[src/rtl/xab_pkg.sv]
// Shared state encodings for the scan arbiter controller and its sequence detector.
package xab_pkg;

  // Controller phases: wait for a request, scan a frame, present the result.
  typedef enum logic [1:0] {
    IDLE  = 2'd0,
    SHIFT = 2'd1,
    DONE  = 2'd2
  } ctrl_state_t;

  // Sequence detector states.
  typedef enum logic [1:0] {
    S0 = 2'd0,
    S1 = 2'd1,
    S2 = 2'd2,
    S3 = 2'd3
  } det_state_t;

endpackage

[src/rtl/xab_detector.sv]
// Four-state Mealy sequence detector; y/z are combinational from state and x.
module xab_detector
  import xab_pkg::*;
(
  input  logic clk,
  input  logic rst,
  input  logic clr,
  input  logic en,
  input  logic x,
  output logic y,
  output logic z
);

  det_state_t state;
  det_state_t state_nxt;

  // State register; clear takes priority over enable.
  always_ff @(posedge clk) begin
    if (!rst) begin
      state <= S0;
    end else begin
      state <= state_nxt;
    end
  end

  // Next state and Mealy outputs.
  always_comb begin
    state_nxt = state;
    y         = 1'b0;
    z         = 1'b0;
    case (state)
      S0: y = 1'b0;
      S1: y = 1'b0;
      S2: z = ~x;
      S3: y = x;
      default: y = 1'b0;
    endcase
    if (clr) begin
      state_nxt = S0;
    end else if (en) begin
      case (state)
        S0:      state_nxt = x ? S1 : S3;
        S1:      state_nxt = S2;
        S2:      state_nxt = x ? S3 : S0;
        S3:      state_nxt = x ? S3 : S1;
        default: state_nxt = S0;
      endcase
    end
  end

endmodule

[src/rtl/xab_scan_arbiter.sv]
// Two-requester round-robin arbiter that scans each accepted frame MSB-first
// through a sequence detector and reports how often y and z fired.
module xab_scan_arbiter
  import xab_pkg::*;
#(
  parameter int unsigned WIDTH = 8,
  parameter int unsigned CW    = $clog2(WIDTH + 1)
) (
  input  logic             clk,
  input  logic             rst,
  input  logic             req0_valid,
  input  logic [WIDTH-1:0] req0_data,
  output logic             req0_ready,
  input  logic             req1_valid,
  input  logic [WIDTH-1:0] req1_data,
  output logic             req1_ready,
  output logic             res_valid,
  output logic             res_id,
  output logic [CW-1:0]    res_ycnt,
  output logic [CW-1:0]    res_zcnt
);

  localparam int unsigned BW = $clog2(WIDTH + 1);

  ctrl_state_t      state;
  ctrl_state_t      state_nxt;
  logic [WIDTH-1:0] shreg;
  logic [BW-1:0]    bit_cnt;
  logic [CW-1:0]    ycnt;
  logic [CW-1:0]    zcnt;
  logic             pri;
  logic             active_id;
  logic             grant_id;
  logic             accept;
  logic             shifting;
  logic             last_bit;
  logic             det_y;
  logic             det_z;

  // Controller state register.
  always_ff @(posedge clk) begin
    if (!rst) begin
      state <= IDLE;
    end else begin
      state <= state_nxt;
    end
  end

  // Next state, grant selection and handshake; pri holds the preferred requester on a tie.
  always_comb begin
    state_nxt  = state;
    accept     = 1'b0;
    shifting   = 1'b0;
    last_bit   = 1'b0;
    req0_ready = 1'b0;
    req1_ready = 1'b0;
    grant_id   = (req0_valid && req1_valid) ? pri : req1_valid;
    case (state)
      IDLE: begin
        if (rst && (req0_valid || req1_valid)) begin
          accept     = 1'b1;
          req0_ready = ~grant_id;
          req1_ready = grant_id;
          state_nxt  = SHIFT;
        end
      end
      SHIFT: begin
        shifting = 1'b1;
        if (bit_cnt == '0) begin
          last_bit  = 1'b1;
          state_nxt = DONE;
        end
      end
      DONE:    state_nxt = IDLE;
      default: state_nxt = IDLE;
    endcase
  end

  // Frame shift register, bit counter, running counts and round-robin pointer.
  always_ff @(posedge clk) begin
    if (!rst) begin
      shreg     <= '0;
      bit_cnt   <= '0;
      ycnt      <= '0;
      zcnt      <= '0;
      pri       <= 1'b0;
      active_id <= 1'b0;
    end else if (accept) begin
      shreg     <= grant_id ? req1_data : req0_data;
      bit_cnt   <= BW'(WIDTH - 1);
      ycnt      <= '0;
      zcnt      <= '0;
      pri       <= ~grant_id;
      active_id <= grant_id;
    end else if (shifting) begin
      shreg   <= shreg << 1;
      bit_cnt <= bit_cnt - BW'(1);
      ycnt    <= ycnt + CW'(det_y);
      zcnt    <= zcnt + CW'(det_z);
    end
  end

  // Result registers: loaded with the final counts on the last scanned bit, held otherwise.
  always_ff @(posedge clk) begin
    if (!rst) begin
      res_valid <= 1'b0;
      res_id    <= 1'b0;
      res_ycnt  <= '0;
      res_zcnt  <= '0;
    end else begin
      res_valid <= last_bit;
      if (last_bit) begin
        res_id   <= active_id;
        res_ycnt <= ycnt + CW'(det_y);
        res_zcnt <= zcnt + CW'(det_z);
      end
    end
  end

  xab_detector u_detector (
    .clk (clk),
    .rst (rst),
    .clr (accept),
    .en  (shifting),
    .x   (shreg[WIDTH-1]),
    .y   (det_y),
    .z   (det_z)
  );

endmodule
[config.mk]
export PLATFORM = sky130hd
export DESIGN_NAME = xab_scan_arbiter
export DESIGN_NICKNAME = d
export VERILOG_FILES = /design/src/rtl/xab_pkg.sv /design/src/rtl/xab_detector.sv /design/src/rtl/xab_scan_arbiter.sv
export SDC_FILE = /design/constraint.sdc
export NUM_CORES = 1
export LEC_CHECK = 0
export ABC_CLOCK_PERIOD_IN_PS = 1700
export BUFFER_PORTS_ARGS = -buffer_cell sky130_fd_sc_hd__buf_2
export CORE_MARGIN = 8
export CORE_UTILIZATION = 48
export DETAILED_ROUTE_END_ITERATION = 16
export PLACE_DENSITY = 0.79
export SLEW_MARGIN = 20
export SYNTH_ARGS = -nofsm -noshare
export SYNTH_HDL_FRONTEND = slang
export SYNTH_SLANG_ARGS = --single-unit
[constraint.sdc]
create_clock -name clk -period 1.7 [get_ports clk]
set_clock_uncertainty 0.15 [all_clocks]
set_input_delay 0.34 -clock clk [delete_from_list [all_inputs] [get_ports clk]]
set_output_delay 0.34 -clock clk [all_outputs]
set_load 0.02 [all_outputs]
==> summary.txt <==
initial antenna violation count: 0
DR WL/cell: 14.49 um
Final Critical Period: 1760 ps
met3 Usage GRT: 0.03462
port bufs: 31
I/O Pins: 32
Avg Synthesized Cell Area: 8.983 um^2
Critical Path Max Stage Delay: 370 ps
Critical Path AT: 1270 ps
Max-slew headroom: 0.7591
Root Buffer: clkbuf_4
PwrDens: 930.2 nW/um^2
gate count after technology mapping: 184
CTS Buf Count: 5
VDD IR max: 729.0 uV
Worst-Margin Slew: 359.8 ps
Synth top cells by count: 36 x dfxtp_1, 23 x nand2_1, 17 x a21oi_1
Pleak: 0.9560 nW
CP Cell Sequence: nor3b_4 -> and3_4 -> buf_6
CP max stage cell: dfxtp_4
Worst Setup End Kind: primary output
Setup-failing EPs final: 2
H-tree levels: 2
layout cells sized above 1: 0.3347
DRC: 0
fin crit share: 1.035
post-route cell area: 2158 um^2
syn_nets: 209
Core ar.: 3311 um^2
cell taking the most area after synthesis: dfxtp_1
number of global-route vias before repair: 1438
grt met2 use: 0.2372
CTS tree: built
register area: 729.5 um^2
Starting Density: 0.4992
unrepaired setup endpoints after global routing: true
CP Launch Point: state[1]
DIE WIDTH: 74.68 um
ranking of synthesized cells by area: dfxtp_1 44%, mux2i_1 7.3%, nand2_1 5.2%, a21oi_1 5.1%, o21ai_0 3.9%
crit-path max FO: 2
Hold/Removal Path Class: in2reg
Yosys top cell area share: 0.4360
grt met1 use: 0.1822
Initial DRT Pass Iterations: 4
library cells used by synthesis: 38
CP endpoint: req1_ready
ys async rst share: 0
Place WS: 46.85 ps
Max Cap Viol: 0
clock latency on the worst-skew pair: 360 ps
Max Clk Rate: 0.5682 GHz
Netlist Area Pre-Place: 1653 um^2
largest net degree at the start of global routing: 16
Max Transition Viols Final: 0
post-detail-place hpwl: 2585 um
Max clock buf depth: 2
fill cell total of the finished layout: 281
global-route usage over all layers: 0.1487
routability cong.: 0.8605
reg2reg path depth: 6
failing checks: setup timing
R2R Path End: res_id
Worst-path clk slew: 110 ps
Die Span Y: 74.68 um
most common cell in the netlist: dfxtp_1
row cnt: 21
overall power: 2.008 mW
Worst R2R Start: state[0]
multi-input logic area: 890.9 um^2
Yosys Warn Count: 0
Startpoint Class: flop
top_reg_cell synth: dfxtp_1
Top Usage Layer GRT: met2
Initial DRC Count: 82
Worst Slack Setup Final: -60.09 ps
ant diodes: 0
remaining antenna violation count: 0
Worst EP required: 1210 ps
critical path type: reg2out
drt total wl: 4085 um
Reg2Reg Setup Slack: 60 ps
vias per cell: 5.319
Layout Cells excl Fill: 282
full die area: 5577 um^2
Yosys reg bits: 36
CTS sink count: 36
Post-synth EDFFs: 0
global-route wire length before repair: 6499 um
grt ovf: 0
final hold vios: 0
via count: 1500
nets: 260
P&R area growth vs syn: 30.58%
status: complete, but fails checks
register area share after synthesis: 0.4360
placed cell areas: 1934 um^2
DP Cell Count: 265
==> worst min path at each step <==
stage	startpoint	endpoint	slack [ps]	cells after the start
final	req0_data[1]	shreg[1]	70	3
after global routing	req0_data[2]	shreg[2]	70	3
after CTS	req1_data[0]	shreg[0]	60	3
after detailed placement	active_id	active_id	300	1
after global placement	active_id	active_id	300	1
after floorplan	active_id	active_id	280	1
==> worst max-delay path: cells and delay by family (launching register included) <==
kind / cells / cell delay, ps
and+or+nand+nor: 2 / 450
buffers and inverters: 1 / 120
DFF: 1 / 370
==> state kept, by name, indices dropped and copies added, names as in the netlist, 2 cells and up <==
name,cells
ycnt,4
res_ycnt,4
state,2
u_detector.state,2
res_zcnt,4
shreg,8
zcnt,4
bit_cnt,4
==> cell type report <==
cell class              count  area share
clock buffers               5     0.01739
repair buffers             55      0.1768
clock inverters             3     0.01971
multi-input cells         132      0.4128
well taps                  46     0.02667
flip-flops and latches     36      0.3380
inverters                   5    0.008696
==> placed cells by master (no fill, tap or decap), drive strengths merged, types with 2 or more instances in the layout <==
| cell | count |
|---|---|
| nor3 | 2 |
| xnor2 | 3 |
| ha | 5 |
| dfxtp | 36 |
| o21ai | 16 |
| nand2 | 23 |
| inv | 5 |
| nor2b | 6 |
| nand3 | 3 |
| buf | 54 |
| and3 | 3 |
| nand2b | 3 |
| o211a | 3 |
| clkbuf | 6 |
| mux2i | 12 |
| a21o | 2 |
| or3 | 2 |
| and2 | 2 |
| nor2 | 8 |
| a21oi | 19 |
| a31oi | 7 |
| xor2 | 4 |
==> kinds of logic after synthesis <==
family | after synthesis | share of synthesized area
AND/OR/NAND/NOR | 56 | 0.1779
multiplexers | 12 | 0.07268
XOR/XNOR | 7 | 0.03709
adder cells (fa/ha/maj) | 5 | 0.03785
flip-flops | 36 | 0.4360
AO/OA/AOI/OAI | 52 | 0.1930
buffers and inverters | 16 | 0.04541
==> repair_timing <==
action                     4_1_cts  5_1_grt
setup endpoints to repair        2        7
gates cloned                     0        1
buffers inserted                 3        5
gates resized for setup         13        5
hold buffers                     0        0
pin swaps                        3        4
==> where the power goes <==
group | switching (mW) | internal (mW) | total (mW) | leakage (nW)
clock network | 0.302 | 0.307 | 0.608 | 0.0412
registers | 0.0493 | 0.909 | 0.958 | 0.296
logic | 0.222 | 0.220 | 0.441 | 0.619
total | 0.573 | 1.43 | 2.01 | 0.956
==> per-stage QoR <==
step             util  setup TNS, ps  hold slack (ps)
4_1_cts        0.6277         -119.5            58.26
3_3_place_gp   0.5843              0            295.8
3_5_place_dp   0.5843              0            295.3
5_1_grt        0.6519         -408.8            69.85
2_1_floorplan       -              0            276.3
6_report       0.6519         -110.6            74.92
==> routing by layer <==
| metal | up-vias | part of all wire |
|---|---|---|
| met1 | 718 | 0.47 |
| met3 | 7 | 0.034 |
| met2 | 29 | 0.48 |
| li1 | 746 | - |
| met4 | 0 | 0.021 |
| met5 | - | 0 |
Note: power is estimated with default switching activity, not from simulation.
